<file path="src/rtl/codec_cfg_pkg.sv">
// Shared types and constants for the codec SPI configuration sequencer.
// Frame layout is {addr[6:0], rw, data[7:0]}, shifted MSB first.
package codec_cfg_pkg;

   localparam int         FRAME_W      = 16;
   localparam logic [6:0] SW_RESET_REG = 7'h01;
   localparam logic       RW_WRITE     = 1'b0;
   localparam logic       RW_READ      = 1'b1;

   typedef enum logic [3:0] {
      ST_PWRUP,
      ST_WR,
      ST_GAP,
      ST_RD,
      ST_CHECK,
      ST_NEXT,
      ST_DONE,
      ST_ERR,
      ST_IDLE
   } seq_state_e;

   typedef enum logic [1:0] {
      X_IDLE,
      X_SHIFT,
      X_GAP
   } xfer_state_e;

   function automatic logic [FRAME_W-1:0] mk_frame(
      input logic [6:0] addr,
      input logic       rw,
      input logic [7:0] data
   );
      return {addr, rw, data};
   endfunction

endpackage

</file>
<file path="src/rtl/spi_frame_xfer.sv">
// One 16-bit CPOL=0 SPI frame per start; captures the last 8 MISO bits
// and enforces the chip-select high gap before accepting the next frame.
module spi_frame_xfer
   import codec_cfg_pkg::*;
#(
   parameter int CLK_DIV = 25
) (
   input  logic               clk_i,
   input  logic               rst_i,
   input  logic               start_i,
   input  logic [FRAME_W-1:0] tx_i,
   input  logic               miso_i,
   output logic               cs_n_o,
   output logic               sclk_o,
   output logic               mosi_o,
   output logic [7:0]         rx_o,
   output logic               done_o,
   output logic               ready_o
);

   localparam int CW = $clog2(2 * CLK_DIV);

   xfer_state_e        xst_q, xst_d;
   logic [CW-1:0]      cnt_q, cnt_d;
   logic [5:0]         hp_q, hp_d;
   logic [FRAME_W-1:0] sh_q, sh_d;
   logic [7:0]         rx_q, rx_d;
   logic               cs_n_q, cs_n_d;
   logic               sclk_q, sclk_d;
   logic               done_q, done_d;

   always_ff @(posedge clk_i) begin
      if (rst_i) begin
         xst_q  <= X_IDLE;
         cnt_q  <= '0;
         hp_q   <= '0;
         sh_q   <= '0;
         rx_q   <= '0;
         cs_n_q <= 1'b1;
         sclk_q <= 1'b0;
         done_q <= 1'b0;
      end else begin
         xst_q  <= xst_d;
         cnt_q  <= cnt_d;
         hp_q   <= hp_d;
         sh_q   <= sh_d;
         rx_q   <= rx_d;
         cs_n_q <= cs_n_d;
         sclk_q <= sclk_d;
         done_q <= done_d;
      end
   end

   // hp_q counts SCLK half-periods; event m=hp_q+1 fires as cnt_q wraps
   always_comb begin
      xst_d  = xst_q;
      cnt_d  = cnt_q;
      hp_d   = hp_q;
      sh_d   = sh_q;
      rx_d   = rx_q;
      cs_n_d = cs_n_q;
      sclk_d = sclk_q;
      done_d = 1'b0;
      unique case (xst_q)
         X_IDLE: begin
            if (start_i) begin
               xst_d  = X_SHIFT;
               cnt_d  = '0;
               hp_d   = '0;
               sh_d   = tx_i;
               cs_n_d = 1'b0;
            end
         end
         X_SHIFT: begin
            if (cnt_q == CW'(CLK_DIV - 1)) begin
               cnt_d = '0;
               hp_d  = hp_q + 6'd1;
               if (hp_q == 6'd32) begin
                  cs_n_d = 1'b1;
                  sh_d   = '0;
                  done_d = 1'b1;
                  xst_d  = X_GAP;
               end else if (!hp_q[0]) begin
                  sclk_d = 1'b1;
                  if (hp_q >= 6'd16) begin
                     rx_d = {rx_q[6:0], miso_i};
                  end
               end else begin
                  sclk_d = 1'b0;
                  sh_d   = {sh_q[FRAME_W-2:0], 1'b0};
               end
            end else begin
               cnt_d = cnt_q + 1'b1;
            end
         end
         X_GAP: begin
            if (cnt_q == CW'(2 * CLK_DIV - 1)) begin
               cnt_d = '0;
               xst_d = X_IDLE;
            end else begin
               cnt_d = cnt_q + 1'b1;
            end
         end
         default: xst_d = X_IDLE;
      endcase
   end

   assign cs_n_o  = cs_n_q;
   assign sclk_o  = sclk_q;
   assign mosi_o  = sh_q[FRAME_W-1];
   assign rx_o    = rx_q;
   assign done_o  = done_q;
   assign ready_o = (xst_q == X_IDLE);

endmodule

</file>
<file path="src/rtl/codec_spi_cfg_seq.sv">
// Codec register configuration sequencer: power-up wait, write each table
// entry, optionally read it back, retry mismatches, report done or error.
module codec_spi_cfg_seq
   import codec_cfg_pkg::*;
#(
   parameter int  NUM_REGS  = 8,
   parameter int  CLK_DIV   = 25,
   parameter int  PWRUP_CYC = 50000,
   parameter int  VERIFY    = 1,
   parameter int  MAX_RETRY = 2,
   localparam int IW = (NUM_REGS > 1) ? $clog2(NUM_REGS) : 1
) (
   input  logic          clk_50MHz,
   input  logic          reset,
   input  logic          start,
   output logic [IW-1:0] tbl_idx,
   input  logic [6:0]    tbl_addr,
   input  logic [7:0]    tbl_data,
   output logic          oCS_n,
   output logic          oSCLK,
   output logic          oDIN,
   input  logic          iDOUT,
   output logic          busy,
   output logic          done,
   output logic          error,
   output logic [IW-1:0] err_idx,
   output logic [7:0]    rd_data
);

   localparam int PW  = $clog2(PWRUP_CYC + 1);
   localparam int RTW = (MAX_RETRY > 0) ? $clog2(MAX_RETRY + 1) : 1;

   seq_state_e         state_q, state_d;
   logic [IW-1:0]      idx_q, idx_d;
   logic [IW-1:0]      err_idx_q, err_idx_d;
   logic [RTW-1:0]     retry_q, retry_d;
   logic [PW-1:0]      pwr_q, pwr_d;
   logic               issued_q, issued_d;
   logic [6:0]         addr_q, addr_d;
   logic [7:0]         data_q, data_d;
   logic [7:0]         rd_q, rd_d;
   logic               busy_q, busy_d;
   logic               done_q, done_d;
   logic               error_q, error_d;

   logic               wr_go;
   logic               x_start;
   logic [FRAME_W-1:0] x_tx;
   logic [7:0]         x_rx;
   logic               x_done;
   logic               x_ready;

   spi_frame_xfer #(
      .CLK_DIV (CLK_DIV)
   ) u_xfer (
      .clk_i   (clk_50MHz),
      .rst_i   (reset),
      .start_i (x_start),
      .tx_i    (x_tx),
      .miso_i  (iDOUT),
      .cs_n_o  (oCS_n),
      .sclk_o  (oSCLK),
      .mosi_o  (oDIN),
      .rx_o    (x_rx),
      .done_o  (x_done),
      .ready_o (x_ready)
   );

   always_ff @(posedge clk_50MHz) begin
      if (reset) begin
         state_q   <= ST_PWRUP;
         idx_q     <= '0;
         err_idx_q <= '0;
         retry_q   <= '0;
         pwr_q     <= '0;
         issued_q  <= 1'b0;
         addr_q    <= '0;
         data_q    <= '0;
         rd_q      <= '0;
         busy_q    <= 1'b0;
         done_q    <= 1'b0;
         error_q   <= 1'b0;
      end else begin
         state_q   <= state_d;
         idx_q     <= idx_d;
         err_idx_q <= err_idx_d;
         retry_q   <= retry_d;
         pwr_q     <= pwr_d;
         issued_q  <= issued_d;
         addr_q    <= addr_d;
         data_q    <= data_d;
         rd_q      <= rd_d;
         busy_q    <= busy_d;
         done_q    <= done_d;
         error_q   <= error_d;
      end
   end

   always_comb begin
      state_d   = state_q;
      idx_d     = idx_q;
      err_idx_d = err_idx_q;
      retry_d   = retry_q;
      pwr_d     = pwr_q;
      issued_d  = issued_q;
      addr_d    = addr_q;
      data_d    = data_q;
      rd_d      = rd_q;
      wr_go     = 1'b0;
      x_start   = 1'b0;
      x_tx      = mk_frame(addr_q, RW_READ, 8'h00);
      unique case (state_q)
         ST_PWRUP: begin
            // launch on the last wait cycle so CS falls exactly PWRUP_CYC in
            if (pwr_q == PW'(PWRUP_CYC - 1)) begin
               wr_go   = 1'b1;
               state_d = ST_WR;
            end else begin
               pwr_d = pwr_q + 1'b1;
            end
         end
         ST_WR: begin
            if (!issued_q) begin
               wr_go = x_ready;
            end else if (x_done) begin
               issued_d = 1'b0;
               state_d  = ST_GAP;
            end
         end
         ST_GAP: begin
            if (x_ready) begin
               state_d = (VERIFY != 0 && addr_q != SW_RESET_REG)
                       ? ST_RD : ST_NEXT;
            end
         end
         ST_RD: begin
            if (!issued_q) begin
               x_start  = x_ready;
               issued_d = x_ready;
            end else if (x_done) begin
               issued_d = 1'b0;
               rd_d     = x_rx;
               state_d  = ST_CHECK;
            end
         end
         ST_CHECK: begin
            if (rd_q == data_q) begin
               state_d = ST_NEXT;
            end else if (retry_q != RTW'(MAX_RETRY)) begin
               retry_d = retry_q + 1'b1;
               state_d = ST_WR;
            end else begin
               err_idx_d = idx_q;
               state_d   = ST_ERR;
            end
         end
         ST_NEXT: begin
            retry_d = '0;
            if (idx_q == IW'(NUM_REGS - 1)) begin
               idx_d   = '0;
               state_d = ST_DONE;
            end else begin
               idx_d   = idx_q + 1'b1;
               state_d = ST_WR;
            end
         end
         ST_DONE, ST_ERR: begin
            if (start) begin
               idx_d   = '0;
               state_d = ST_IDLE;
            end
         end
         ST_IDLE: begin
            retry_d = '0;
            state_d = ST_WR;
         end
         default: state_d = ST_PWRUP;
      endcase
      if (wr_go) begin
         x_start  = 1'b1;
         x_tx     = mk_frame(tbl_addr, RW_WRITE, tbl_data);
         addr_d   = tbl_addr;
         data_d   = tbl_data;
         issued_d = 1'b1;
      end
      busy_d  = !(state_d inside {ST_DONE, ST_ERR});
      done_d  = (state_d == ST_DONE);
      error_d = (state_d == ST_ERR);
   end

   assign tbl_idx = idx_q;
   assign err_idx = err_idx_q;
   assign rd_data = rd_q;
   assign busy    = busy_q;
   assign done    = done_q;
   assign error   = error_q;

endmodule
</file>
<file path="config.mk">
export PLATFORM = sky130hd
export DESIGN_NAME = codec_spi_cfg_seq
export DESIGN_NICKNAME = d
export VERILOG_FILES = /design/src/rtl/codec_cfg_pkg.sv /design/src/rtl/spi_frame_xfer.sv /design/src/rtl/codec_spi_cfg_seq.sv
export SDC_FILE = /design/constraint.sdc
export NUM_CORES = 1
export LEC_CHECK = 0
export ABC_AREA = 1
export CORE_MARGIN = 5
export CORE_UTILIZATION = 45
export CTS_CLUSTER_DIAMETER = 200
export CTS_CLUSTER_SIZE = 40
export DETAILED_ROUTE_END_ITERATION = 10
export SYNTH_ARGS = -nofsm -noshare
export SYNTH_HDL_FRONTEND = slang
export SYNTH_SLANG_ARGS = --single-unit
</file>
<file path="constraint.sdc">
create_clock -name clk_50MHz -period 2.18 [get_ports clk_50MHz]
set_clock_uncertainty 0.2 [all_clocks]
set_input_delay 0.654 -clock clk_50MHz [delete_from_list [all_inputs] [get_ports clk_50MHz]]
set_output_delay 0.654 -clock clk_50MHz [all_outputs]
set_load 0.1 [all_outputs]
</file>
* Yosys cells after proc, flatten, opt, wreduce, memory -nomap -nowiden
Index checks and enable logic that the tools add are counted.
W data, S select, Z words.
** Word-level totals
- Word-level logic and storage cells :: 136
- Bits in registers :: 96
** Operators by class
- Equal/unequal tests :: 28
- Mux-type cells :: 51
- Order comparisons :: 1
- Reductions and logical operators :: 24
- $add $sub $neg :: 5
- Bitwise logic cells :: 7
** Operators by type and width (number)
- $mux W16 :: 5
- $pmux W16 S2 :: 1
- $pmux W4 S8 :: 1
- $mux W4 :: 7
- $eq A4 B3 Y1 const B :: 6
- $mux W6 :: 4
- $mux W3 :: 6
- $pmux W6 S3 :: 1
- $add A16 B1 Y16 const B :: 1
- $eq A16 B16 Y1 const B :: 1
- $reduce_and A3 Y1 :: 5
- $mux W1 :: 13
- $add A6 B1 Y6 const B :: 2
- $eq A6 B6 Y1 const B :: 2
- $mux W2 :: 6
- $pmux W6 S2 :: 1
- $reduce_and A4 Y1 :: 3
- $eq A4 B2 Y1 const B :: 2
- $eq A8 B8 Y1 :: 1
- $ne A2 B1 Y1 const B :: 4
- $ne A2 B2 Y1 const B :: 4
- $reduce_bool A2 Y1 :: 4
- $ne A7 B1 Y1 const B :: 1
- $not A1 Y1 :: 7
- 22 further kinds :: 28

* Depth between registers and ports, before layout
- Depth after elaboration :: 7
- Gate-level depth with buffers :: 13
- Gate-level depth less buffers :: 12

* By module
Synthesis repeated with hierarchy kept, for this count alone.
** Unflattened totals
- Cell total of the unflattened synthesis :: 762
- Area, all modules :: 5107.4 um2
** Modules (own cells, without submodules)
- codec_spi_cfg_seq :: cells an instance 436, instances 1, seq. area each 1101.1 um2, area an instance 2931.6 um2
- spi_frame_xfer :: cells an instance 326, instances 1, seq. area each 820.8 um2, area an instance 2175.8 um2

* Worst setup path before layout
OpenSTA, ideal clock, no wires.
- Path type :: reg2reg
- Start :: register idx_q[0] (netlist: tbl_idx[0])
- End :: register error_q (netlist: error)
- Cell stages (with the launch flop) :: 9
- Path slack :: -0.062 ns
- Setup time :: 0.114 ns
- Buffers on the path :: 0
- Arrival time :: 1.928 ns
- Required time :: 1.866 ns
- Path through :: dfxtp_1 ha_1 ha_1 or2_1 nand2_1 nor3_1 nand3_1 nand2_1 nor2_1
** On the way
- Word-level cells in the longest chain between the ends :: 4
** RTL lines
- start, declared :: RTL line codec_spi_cfg_seq.sv:34 : logic [IW-1:0] idx_q, idx_d;
- start signal, assigned :: RTL line codec_spi_cfg_seq.sv:85 : idx_q <= idx_d;
- $eq A3 B3 Y1 :: RTL line codec_spi_cfg_seq.sv:159 : if (idx_q == IW'(NUM_REGS - 1)) begin
- $mux W3 :: RTL line codec_spi_cfg_seq.sv:159
- $pmux W4 S8 :: RTL line codec_spi_cfg_seq.sv:112 : unique case (state_q)
- $eq A4 B3 Y1 :: RTL line codec_spi_cfg_seq.sv:188 : error_d = (state_d == ST_ERR);
- end signal, assigned :: RTL line codec_spi_cfg_seq.sv:95 : error_q <= error_d;
- end, declared :: RTL line codec_spi_cfg_seq.sv:44 : logic error_q, error_d;
Every way passes these cells.
A chain may end at the register's enable or synchronous reset.

* Worst setup path in the final report
- Start :: register u_xfer.xst_q[1]
- End :: register u_xfer.sh_q[14]
** On the way
- Word-level cells in the longest chain between the ends :: 6
- Elaborated cells on any way between the ends :: 14
- Classes of those cells :: eq/ne (4); mux (7); reduce/logical (3)
** RTL lines
- start, declared :: RTL line spi_frame_xfer.sv:23 : xfer_state_e xst_q, xst_d;
- start signal, assigned :: RTL line spi_frame_xfer.sv:43 : xst_q <= xst_d;
- $logic_not A2 Y1 :: RTL line spi_frame_xfer.sv:64, spi_frame_xfer.sv:113
- $mux W1 :: RTL line codec_spi_cfg_seq.sv:123, codec_spi_cfg_seq.sv:137
- $pmux W1 S2 / $mux W1 (equally long branches) :: RTL line codec_spi_cfg_seq.sv:112
- $mux W1 / $mux W16 (equally long branches) :: RTL line codec_spi_cfg_seq.sv:179 : if (wr_go) begin
- $ne A2 B1 Y1 (no source line) / $mux W16 (equally long branches)
- $reduce_and A4 Y1 (no source line) / $pmux W16 S2 (equally long branches)
- end signal, assigned :: RTL line spi_frame_xfer.sv:37 : sh_q <= '0;
- end signal, assigned :: RTL line spi_frame_xfer.sv:46 : sh_q <= sh_d;
- end, declared :: RTL line spi_frame_xfer.sv:26 : logic [FRAME_W-1:0] sh_q, sh_d;
Several ways; a longest one is shown, not always the timed one. The select of a mux whose other input is x is not followed.

==> results.sh <==
export IMPL_syn_to_final_growth_pct=22.2
export IMPL_dp_hpwl_microns=8570
export IMPL_syn_area_sq_um=5120
export IMPL_finalCriticalPeriod_ns=2.05
export IMPL_drive_above_1_share_pct=12.5
export IMPL_synth_compound_area_share_pct=9.31
export IMPL_crit_path_end_kind="flip-flop"
export IMPL_internal_power_w=0.00338
export IMPL_clock_sinks=96
export IMPL_ctsResizeCount=0
export IMPL_yosysTopAreaCellShare_pct=37.5
export IMPL_fin_util_pct=55.5
export IMPL_setup_viol=0
export IMPL_grt_use_total_pct=17.9
export IMPL_path_class="reg2reg"
export IMPL_start_util_pct=45.4
export IMPL_std_cell_rows=39
export IMPL_gp_congestion=0.906
export IMPL_finalNetCount=826
export IMPL_cts_made_buffers=9
export IMPL_slew_headroom_pct=67.7
export IMPL_yosys_area_top_type="dfxtp_1"
export IMPL_worstPathRequired_ns=2.22
export IMPL_max_freq_mhz=487
export IMPL_synth_edff_count=0
export IMPL_drt_iter0_markers=354
export IMPL_clkTransAtPathRegs_ns=0.07
export IMPL_synth_common_cells="204 x nand2_1, 110 x nor2_1, 96 x dfxtp_1"
export IMPL_synth_area_top_cells="dfxtp_1 38%, nand2_1 15%, nor2_1 8.1%"
export IMPL_place_port_buffers=38
export IMPL_max_cap_violations=0
export IMPL_cp_max_fo=8
export IMPL_setup_slack_ns=0.125
export IMPL_postCtsSetupRepairBufs=0
export IMPL_drtPass1Iterations=4
export IMPL_synthAdderAreaFrac_pct=2.93
export IMPL_wl_per_cell_microns=12.6
export IMPL_final_setup_tns_ns=0
export IMPL_clock_latency_ns=0.34
export IMPL_async_reset_ff_share_pct=0
export IMPL_switching_share_pct=33.1
export IMPL_peakVddDrop_uv=395
export IMPL_antenna_cells=0
export IMPL_grt_pass1_vias=4347
export IMPL_drv_slew=0
export IMPL_grt_pass1_wl_microns=19900
export IMPL_worstPathArrival_ns=2.10
export IMPL_period_share_pct=94.3
export IMPL_synth_simple_area_share_pct=37.1
export IMPL_die_h_microns=117
export IMPL_hold_buffers=0
export IMPL_yosys_warnings=0
export IMPL_ioPinCount=39
export IMPL_finalHoldViolations=0
export IMPL_synth_seq_area_share_pct=37.5
export IMPL_hp_class="reg2reg"
export IMPL_critPathLaunchType="flip-flop"
export IMPL_ys_ff_latch=96
export IMPL_p_leak_nw=2.66
export IMPL_fin_hold_ws_ns=0.267
export IMPL_rsz0062_at_grt="false"
export IMPL_synth_cell_types=43
export IMPL_powerDensity_nw_per_um2=808
export IMPL_grt_max_degree=40
export IMPL_drtAntennaViolNets=0
export IMPL_grt_ovfl_total=0
export IMPL_core_sq_um=11300
export IMPL_die_area_sq_um=13600
export IMPL_htree_levels=3
export IMPL_cts_tree="done"
export IMPL_drt_wl_total_microns=11900
export IMPL_p_sw_w=0.00167
export IMPL_antenna_found_initial=0
export IMPL_synth_ff_type="dfxtp_1"
export IMPL_clkPwrFrac_pct=34.1
export IMPL_postSynthAreaPerCell_sq_um=6.83
export IMPL_worst_pin_slew_ns=0.481
export IMPL_yosysMostFrequentCell="nand2_1"
export IMPL_clockBufferDepth=2
export IMPL_synth_mux_area_share_pct=0
export IMPL_clock_root_buffer="clkbuf_16"
export IMPL_drc_errors=0
export IMPL_synth_nets=781
export IMPL_synth_xor_area_share_pct=3.76
export IMPL_total_power_w=0.00505
export IMPL_vias=4709
export IMPL_p_comb_share_pct=27.3
export IMPL_seqPwrFrac_pct=38.6
export IMPL_status="complete, no violations"
export IMPL_postSynthCellCount=750
export IMPL_die_w_microns=117
export IMPL_synth_top_family_by_area="simple AND/OR/NAND/NOR gates"
export IMPL_avgViaCountPerCell=4.99
export IMPL_dp_slack_ns=0.0753
[stage by stage]
stage          std cells  cell area [sq um]
3_5_place_dp         925               5880
5_1_grt              943               6260
6_report             943               6260
2_1_floorplan        750               5120
3_3_place_gp         925               5880
4_1_cts              941               6200
[critical path, cell delays in order, from the launching register on]
cell and delay [ns]:
dfxtp_1 0.32, inv_1 0.10, ha_1 0.37, nor2_1 0.15, a21oi_2 0.32, nand3_2 0.27, nor2_1 0.18, nor2_1 0.06
[flip-flops by register name, indices dropped and copies added, names as in the netlist, 2 cells and up]
| signal | count |
|---|---|
| u_xfer.rx_o | 8 |
| tbl_idx | 3 |
| data_q | 8 |
| u_xfer.sh_q | 16 |
| retry_q | 2 |
| state_q | 4 |
| err_idx | 3 |
| u_xfer.xst_q | 2 |
| pwr_q | 16 |
| rd_data | 8 |
| u_xfer.hp_q | 6 |
| addr_q | 7 |
| u_xfer.cnt_q | 6 |
[metal layers]
layer  routed length (microns)  GRT usage, %
met1                      5530          23.4
met2                      5650          29.6
met3                       542          3.78
met4                       147          6.12
met5                         0             0
[cells by family (layout without fill, tap and decap cells)]
kind of cell	after synthesis	in the layout
buffers and inverters	111	159
AOI/OAI and AO/OA	87	87
DFF	96	96
and+or+nand+nor	422	424
xor gates and xnor gates	22	22
adders and majority gates	12	12
[cells in the final DEF, fill, tap and decap left out, types with 9 or more instances in the layout]
cell type	instances
nand4_1	22
nand3_1	42
xnor2_1	14
ha_1	11
clkbuf_16	9
buf_12	22
inv_1	81
dfxtp_1	92
nand2_1	204
a21oi_1	51
clkdlybuf4s50_1	17
buf_4	15
nor3_1	11
nor2_1	110
o21ai_0	21
[power groups by stage]
stage | Combinational (W) | Clock, W | Sequential, W
after floorplan | 0.000925 | 0 | 0.00205
after CTS | 0.00131 | 0.00176 | 0.00195
after global placement | 0.00127 | 0 | 0.00198
final | 0.00138 | 0.00172 | 0.00195
after global routing | 0.00155 | 0.00183 | 0.00196
after detailed placement | 0.00130 | 0 | 0.00199
[cell type report]
| type | count | area (sq um) |
|---|---|---|
| inverter | 88 | 332 |
| multi-input combinational | 545 | 2770 |
| clock inverter | 5 | 78.8 |
| clock buffer | 11 | 243 |
| tap | 143 | 179 |
| fill | 1073 | 5020 |
| timing repair buffer | 55 | 728 |
| sequential | 96 | 1930 |
[final timing paths]
check	from	endpoint	slack, ns	depth (start not counted)
worst max-delay path	u_xfer.xst_q[1]	u_xfer.sh_q[14]	0.13	7
worst max register to register	u_xfer.xst_q[1]	u_xfer.sh_q[14]	0.13	7
worst min register to register	u_xfer.rx_o[7]	u_xfer.rx_o[7]	0.27	2
worst min-delay path	u_xfer.rx_o[7]	u_xfer.rx_o[7]	0.27	2
No activity file was read; power rests on OpenSTA's default activity.
